**src/rtl/rf_arb_pkg.sv**
```systemverilog
// rtl/rf_arb_pkg.sv - shared widths, arbiter state enum and zero-register constant
package rf_arb_pkg;

   localparam int DATA_W_DEF = 32;
   localparam int ADDR_W_DEF = 5;

   localparam int unsigned ZERO_REG = 0;

   typedef enum logic {
      NORMAL  = 1'b0,
      STARVED = 1'b1
   } arb_state_e;

endpackage

```
**src/rtl/rf_bypass_mux.sv**
```systemverilog
// rtl/rf_bypass_mux.sv - forwards the pending write-stage data over raw register-file read data
module rf_bypass_mux
   import rf_arb_pkg::*;
#(
   parameter int DATA_W = DATA_W_DEF,
   parameter int ADDR_W = ADDR_W_DEF
) (
   input  logic              wr_en,
   input  logic [ADDR_W-1:0] wr_addr,
   input  logic [DATA_W-1:0] wr_data,
   input  logic [ADDR_W-1:0] rd_addr,
   input  logic [DATA_W-1:0] rf_data,
   output logic [DATA_W-1:0] fwd_data
);

   assign fwd_data = (wr_en && (wr_addr == rd_addr)) ? wr_data : rf_data;

endmodule

```
**src/rtl/rf_write_arbiter.sv**
```systemverilog
// rtl/rf_write_arbiter.sv - two-source register-file write arbiter with starvation guard
// Optional read forwarding enabled by macro RF_ARB_BYPASS_EN.
module rf_write_arbiter
   import rf_arb_pkg::*;
#(
   parameter int DATA_W       = DATA_W_DEF,
   parameter int ADDR_W       = ADDR_W_DEF,
   parameter int STARVE_LIMIT = 4
) (
   input  logic              clk,
   input  logic              rst_n,
   input  logic              req0_valid,
   input  logic [ADDR_W-1:0] req0_addr,
   input  logic [DATA_W-1:0] req0_data,
   output logic              req0_ready,
   input  logic              req1_valid,
   input  logic [ADDR_W-1:0] req1_addr,
   input  logic [DATA_W-1:0] req1_data,
   output logic              req1_ready,
   output logic              wr_en,
   output logic [ADDR_W-1:0] wr_addr,
   output logic [DATA_W-1:0] wr_data,
`ifdef RF_ARB_BYPASS_EN
   input  logic [ADDR_W-1:0] rd_addr1,
   input  logic [ADDR_W-1:0] rd_addr2,
   input  logic [DATA_W-1:0] rf_data1,
   input  logic [DATA_W-1:0] rf_data2,
   output logic [DATA_W-1:0] fwd_data1,
   output logic [DATA_W-1:0] fwd_data2,
`endif
   output logic              starved
);

   localparam logic [3:0]        LIMIT     = 4'(STARVE_LIMIT);
   localparam logic [ADDR_W-1:0] ZERO_ADDR = ADDR_W'(ZERO_REG);

   arb_state_e        state;
   logic [3:0]        wait_cnt;
   logic [3:0]        wait_cnt_nxt;
   logic              grant0;
   logic              grant1;
   logic [ADDR_W-1:0] sel_addr;
   logic [DATA_W-1:0] sel_data;

   // Readies are gated by rst_n so nothing is accepted while reset is held.
   always_comb begin
      grant0 = 1'b0;
      grant1 = 1'b0;
      if (rst_n) begin
         if (state == STARVED)
            grant1 = req1_valid;
         else if (req0_valid)
            grant0 = 1'b1;
         else
            grant1 = req1_valid;
      end
   end

   assign req0_ready = grant0;
   assign req1_ready = grant1;
   assign sel_addr   = grant1 ? req1_addr : req0_addr;
   assign sel_data   = grant1 ? req1_data : req0_data;

   always_comb begin
      wait_cnt_nxt = wait_cnt;
      if (grant1 || !req1_valid)
         wait_cnt_nxt = 4'd0;
      else if (wait_cnt != 4'hF)
         wait_cnt_nxt = wait_cnt + 4'd1;
   end

   always_ff @(posedge clk or negedge rst_n) begin
      if (!rst_n) begin
         state    <= NORMAL;
         wait_cnt <= 4'd0;
         starved  <= 1'b0;
         wr_en    <= 1'b0;
         wr_addr  <= '0;
         wr_data  <= '0;
      end else begin
         wait_cnt <= wait_cnt_nxt;
         if (wait_cnt_nxt >= LIMIT) begin
            state   <= STARVED;
            starved <= 1'b1;
         end else begin
            state   <= NORMAL;
            starved <= 1'b0;
         end
         // Register 0 writes are consumed but never reach the file.
         if (grant0 || grant1) begin
            wr_en   <= (sel_addr != ZERO_ADDR);
            wr_addr <= sel_addr;
            wr_data <= sel_data;
         end else begin
            wr_en   <= 1'b0;
         end
      end
   end

`ifdef RF_ARB_BYPASS_EN
   rf_bypass_mux #(.DATA_W(DATA_W), .ADDR_W(ADDR_W)) u_bypass1 (
      .wr_en    (wr_en),
      .wr_addr  (wr_addr),
      .wr_data  (wr_data),
      .rd_addr  (rd_addr1),
      .rf_data  (rf_data1),
      .fwd_data (fwd_data1)
   );

   rf_bypass_mux #(.DATA_W(DATA_W), .ADDR_W(ADDR_W)) u_bypass2 (
      .wr_en    (wr_en),
      .wr_addr  (wr_addr),
      .wr_data  (wr_data),
      .rd_addr  (rd_addr2),
      .rf_data  (rf_data2),
      .fwd_data (fwd_data2)
   );
`endif

endmodule

```
**config.mk**
```make
export PLATFORM = sky130hd
export DESIGN_NAME = rf_write_arbiter
export DESIGN_NICKNAME = d
export VERILOG_FILES = /design/src/rtl/rf_arb_pkg.sv /design/src/rtl/rf_bypass_mux.sv /design/src/rtl/rf_write_arbiter.sv
export SDC_FILE = /design/constraint.sdc
export NUM_CORES = 1
export LEC_CHECK = 0
export CAP_MARGIN = 20
export CORE_MARGIN = 10
export CORE_UTILIZATION = 40
export DETAILED_ROUTE_END_ITERATION = 8
export PLACE_DENSITY = 0.8
export SLEW_MARGIN = 20
export SYNTH_ARGS = -nofsm -noshare
export SYNTH_HDL_FRONTEND = slang
export SYNTH_SLANG_ARGS = --single-unit
```
**constraint.sdc**
```tcl
create_clock -name clk -period 1.53 [get_ports clk]
set_clock_uncertainty 0.1 [all_clocks]
set_input_delay 0.2295 -clock clk [delete_from_list [all_inputs] [get_ports clk]]
set_output_delay 0.2295 -clock clk [all_outputs]
set_load 0.01 [all_outputs]
```
==> flow_metrics.tcl <==
set metrics [dict create \
    critical_path_class "reg -> reg" \
    violations "setup timing" \
    fp.dieH_um 96.6 \
    synth-seq-cells 43 \
    slew_headroom_pct 73.9 \
    crit_fanout 8 \
    grt_antenna_before_repair 0 \
    switching_power_uw 899 \
    setup_viol 32 \
    yosysSeqAreaShare_pct 45.8 \
    fp.dieW_um 96.6 \
    grt_pass1_vias 2455 \
    layout_setup_ws_ns -0.0473 \
    p_leak_nw 1.78 \
    synth_top_family_by_area "compound AO/OA/AOI/OAI gates" \
    tightest_slew_ns 0.392 \
    die-area_mm2 0.00934 \
    start_kind "register" \
    hp-class "in -> reg" \
    cp.required_ns 1.63 \
    diodes 0 \
    drc_errors 0 \
    critical_path_arrival_ns 1.68 \
    p_clk_share_pct 23.1 \
    synthMuxAreaShare_pct 0.426 \
    drt-pass1-iter-count 4 \
    max_freq_ghz 0.634 \
    grt_max_degree 38 \
    cts_buffers 5 \
    grtUsageTotal_pct 17.6 \
    p_int_mw 2.15 \
    cts.sinks 43 \
    final_common_cell "clkdlybuf4s50_1" \
    peakVddDrop_mv 0.440 \
    cts_root_buf "clkbuf_8" \
    dp_hpwl_um 5970 \
    synth_cell_types 25 \
    maxCapViolCount 0 \
    endpoint_kind "register" \
    sw_frac_of_total_pct 29.4 \
    ios 119 \
    tns_ns -0.859 \
    vias_per_cell 5.42 \
    rows 27 \
    wl_um 8680 \
    drt_iter0_drc 115 \
    instances_no_fill 445 \
    drive_gt1_share_pct 13.1 \
    area_delta_synth_final_pct 65.6 \
    synth_adder_area_share_pct 0.533 \
    vias 2412 \
    outcome "complete, but fails checks" \
    syn_avg_cell_area_um2 9.59 \
    synth_cells 245 \
    antenna_left 0 \
    synth_compound_area_share_pct 24.5 \
    clk_pin_slew_ns 0.09 \
    cts_tree "yes" \
    slew_viol_final 0 \
    wl_per_cell_um 19.5 \
    synth_area_mm2 0.00235 \
    synth_warnings 0 \
    syn_nets 324 \
    placeableCoreArea_mm2 0.00561 \
    synthXorXnorAreaFrac_pct 0.373 \
    rsz0062_at_grt "yes" \
    hold_viol_final 0 \
    port_buffers 118 \
    sequentialPowerShare_pct 44.4 \
    initial_utilization_pct 41.9 \
    insertion_delay_ns 0.30 \
    final_cell_mix "clkdlybuf4s50_1 (76), dfrtp_1 (43), nand2_1 (41)" \
    p_per_area_mw_per_mm2 785 \
    p_comb_share_pct 32.5 \
    fin_crit_sh_pct 103 \
    period_needed_ns 1.58 \
    grt_pass1_wl_um 13800 \
    overflow 0 \
    clockBufferDepth 2 \
    nets 451 \
    htreeDepth 2 \
    placed_cells 425 \
    gp_congestion 0.820 \
    yosys.area_share.simple_pct 21.8 \
]
[metrics by stage]
stage / total power, mW / util [%] / hold WS, ns / instance area, um^2 / worst slack [ns]
CTS: 3.04 / 68.0 / 0.256 / 3810 / -0.0424
global placement: 2.35 / 64.3 / 0.145 / 3610 / -0.359
floorplan: 1.76 / - / -0.166 / 2350 / 0.214
finish: 3.05 / 69.3 / 0.262 / 3890 / -0.0473
global route: 3.21 / 69.3 / 0.259 / 3890 / -0.100
detailed placement: 2.37 / 64.3 / 0.149 / 3610 / -0.395
[synth_stat cells]
cell | n | area share (%)
a21oi_1 | 2 | 0.43
a22o_1 | 38 | 14
o21ai_0 | 27 | 5.8
o21ai_2 | 1 | 0.37
mux2i_1 | 1 | 0.43
nand3b_1 | 37 | 12
nor2_1 | 8 | 1.3
dfrtp_1 | 43 | 46
xnor2_1 | 1 | 0.37
clkbuf_2 | 2 | 0.43
buf_6 | 4 | 1.9
nand2_1 | 41 | 6.6
and2_1 | 2 | 0.53
o21bai_1 | 1 | 0.32
nor3_2 | 1 | 0.43
inv_1 | 2 | 0.32
o21ai_1 | 10 | 2.1
nand3_1 | 1 | 0.21
a311oi_2 | 1 | 0.64
nor3_1 | 2 | 0.43
buf_4 | 2 | 0.64
ha_1 | 1 | 0.53
nor2b_4 | 1 | 0.59
buf_2 | 15 | 3.2
o21ai_4 | 1 | 0.69
[worst max-delay path, stage by stage, from the launching register on]
cell and delay (ns):
dfrtp_1 0.40, buf_6 0.13, nor2b_4 0.11, buf_6 0.12, buf_12 0.11, buf_8 0.11
clkbuf_16 0.15, o21ai_2 0.06, a22o_1 0.19
[logic make-up after synthesis]
kind of cell / count (synthesis)
flops: 43
compound gates: 81
mux: 1
buf+inv: 25
xor+xnor: 1
simple gates: 93
fa+ha+maj: 1
[power by group through the flow]
stage / Combinational [mW] / Clock (mW) / Sequential [mW]
floorplan: 0.321 / 0 / 1.43
global placement: 0.977 / 0 / 1.37
detailed placement: 0.991 / 0 / 1.38
CTS: 0.971 / 0.718 / 1.35
global route: 1.07 / 0.765 / 1.37
finish: 0.992 / 0.707 / 1.35
[timing repair]
action	4_1_cts	5_1_grt
resized for setup	69	24
pin swaps	8	9
hold buffers	3	0
setup buffers	6	0
setup endpoints to repair	76	44
hold endpoints to repair	43	0
gates cloned	2	1
[path summary, 6_finish.rpt]
path | endpoint | depth (start not counted) | slack, ns | start
setup / recovery | wr_data[16] | 8 | -0.05 | state
hold / removal | wr_en | 3 | 0.26 | rst_n
setup reg to reg | wr_data[16] | 8 | -0.05 | state
hold reg to reg | wr_data[18] | 1 | 0.40 | wr_data[18]
max in group asynchronous | wr_data[29] | 4 | 0.58 | rst_n
min in group asynchronous | wr_addr[4] | 3 | 0.42 | rst_n
[area by class of cell]
class | instances | area [um^2]
fillers | 440 | 1720
repair buffers | 143 | 1480
multi-input cells | 177 | 1150
flip-flops and latches | 43 | 1080
well taps | 72 | 90.1
clock buffers | 5 | 68.8
clock inverters | 3 | 15.0
inverters | 2 | 7.51
[registers in the layout, summed over array words and instances (netlist names)]
register,cells
wr_addr,5
wr_en,1
state,1
wait_cnt,4
wr_data,32
[routing by layer]
layer	vias up	wire, um	GRT usage (%)
li1	1141	-	-
met3	15	475	4.40
met4	0	191	5.98
met5	-	0	0
met1	1153	3620	21.2
met2	103	4390	29.5
Note: power is estimated with default switching activity, not from simulation.
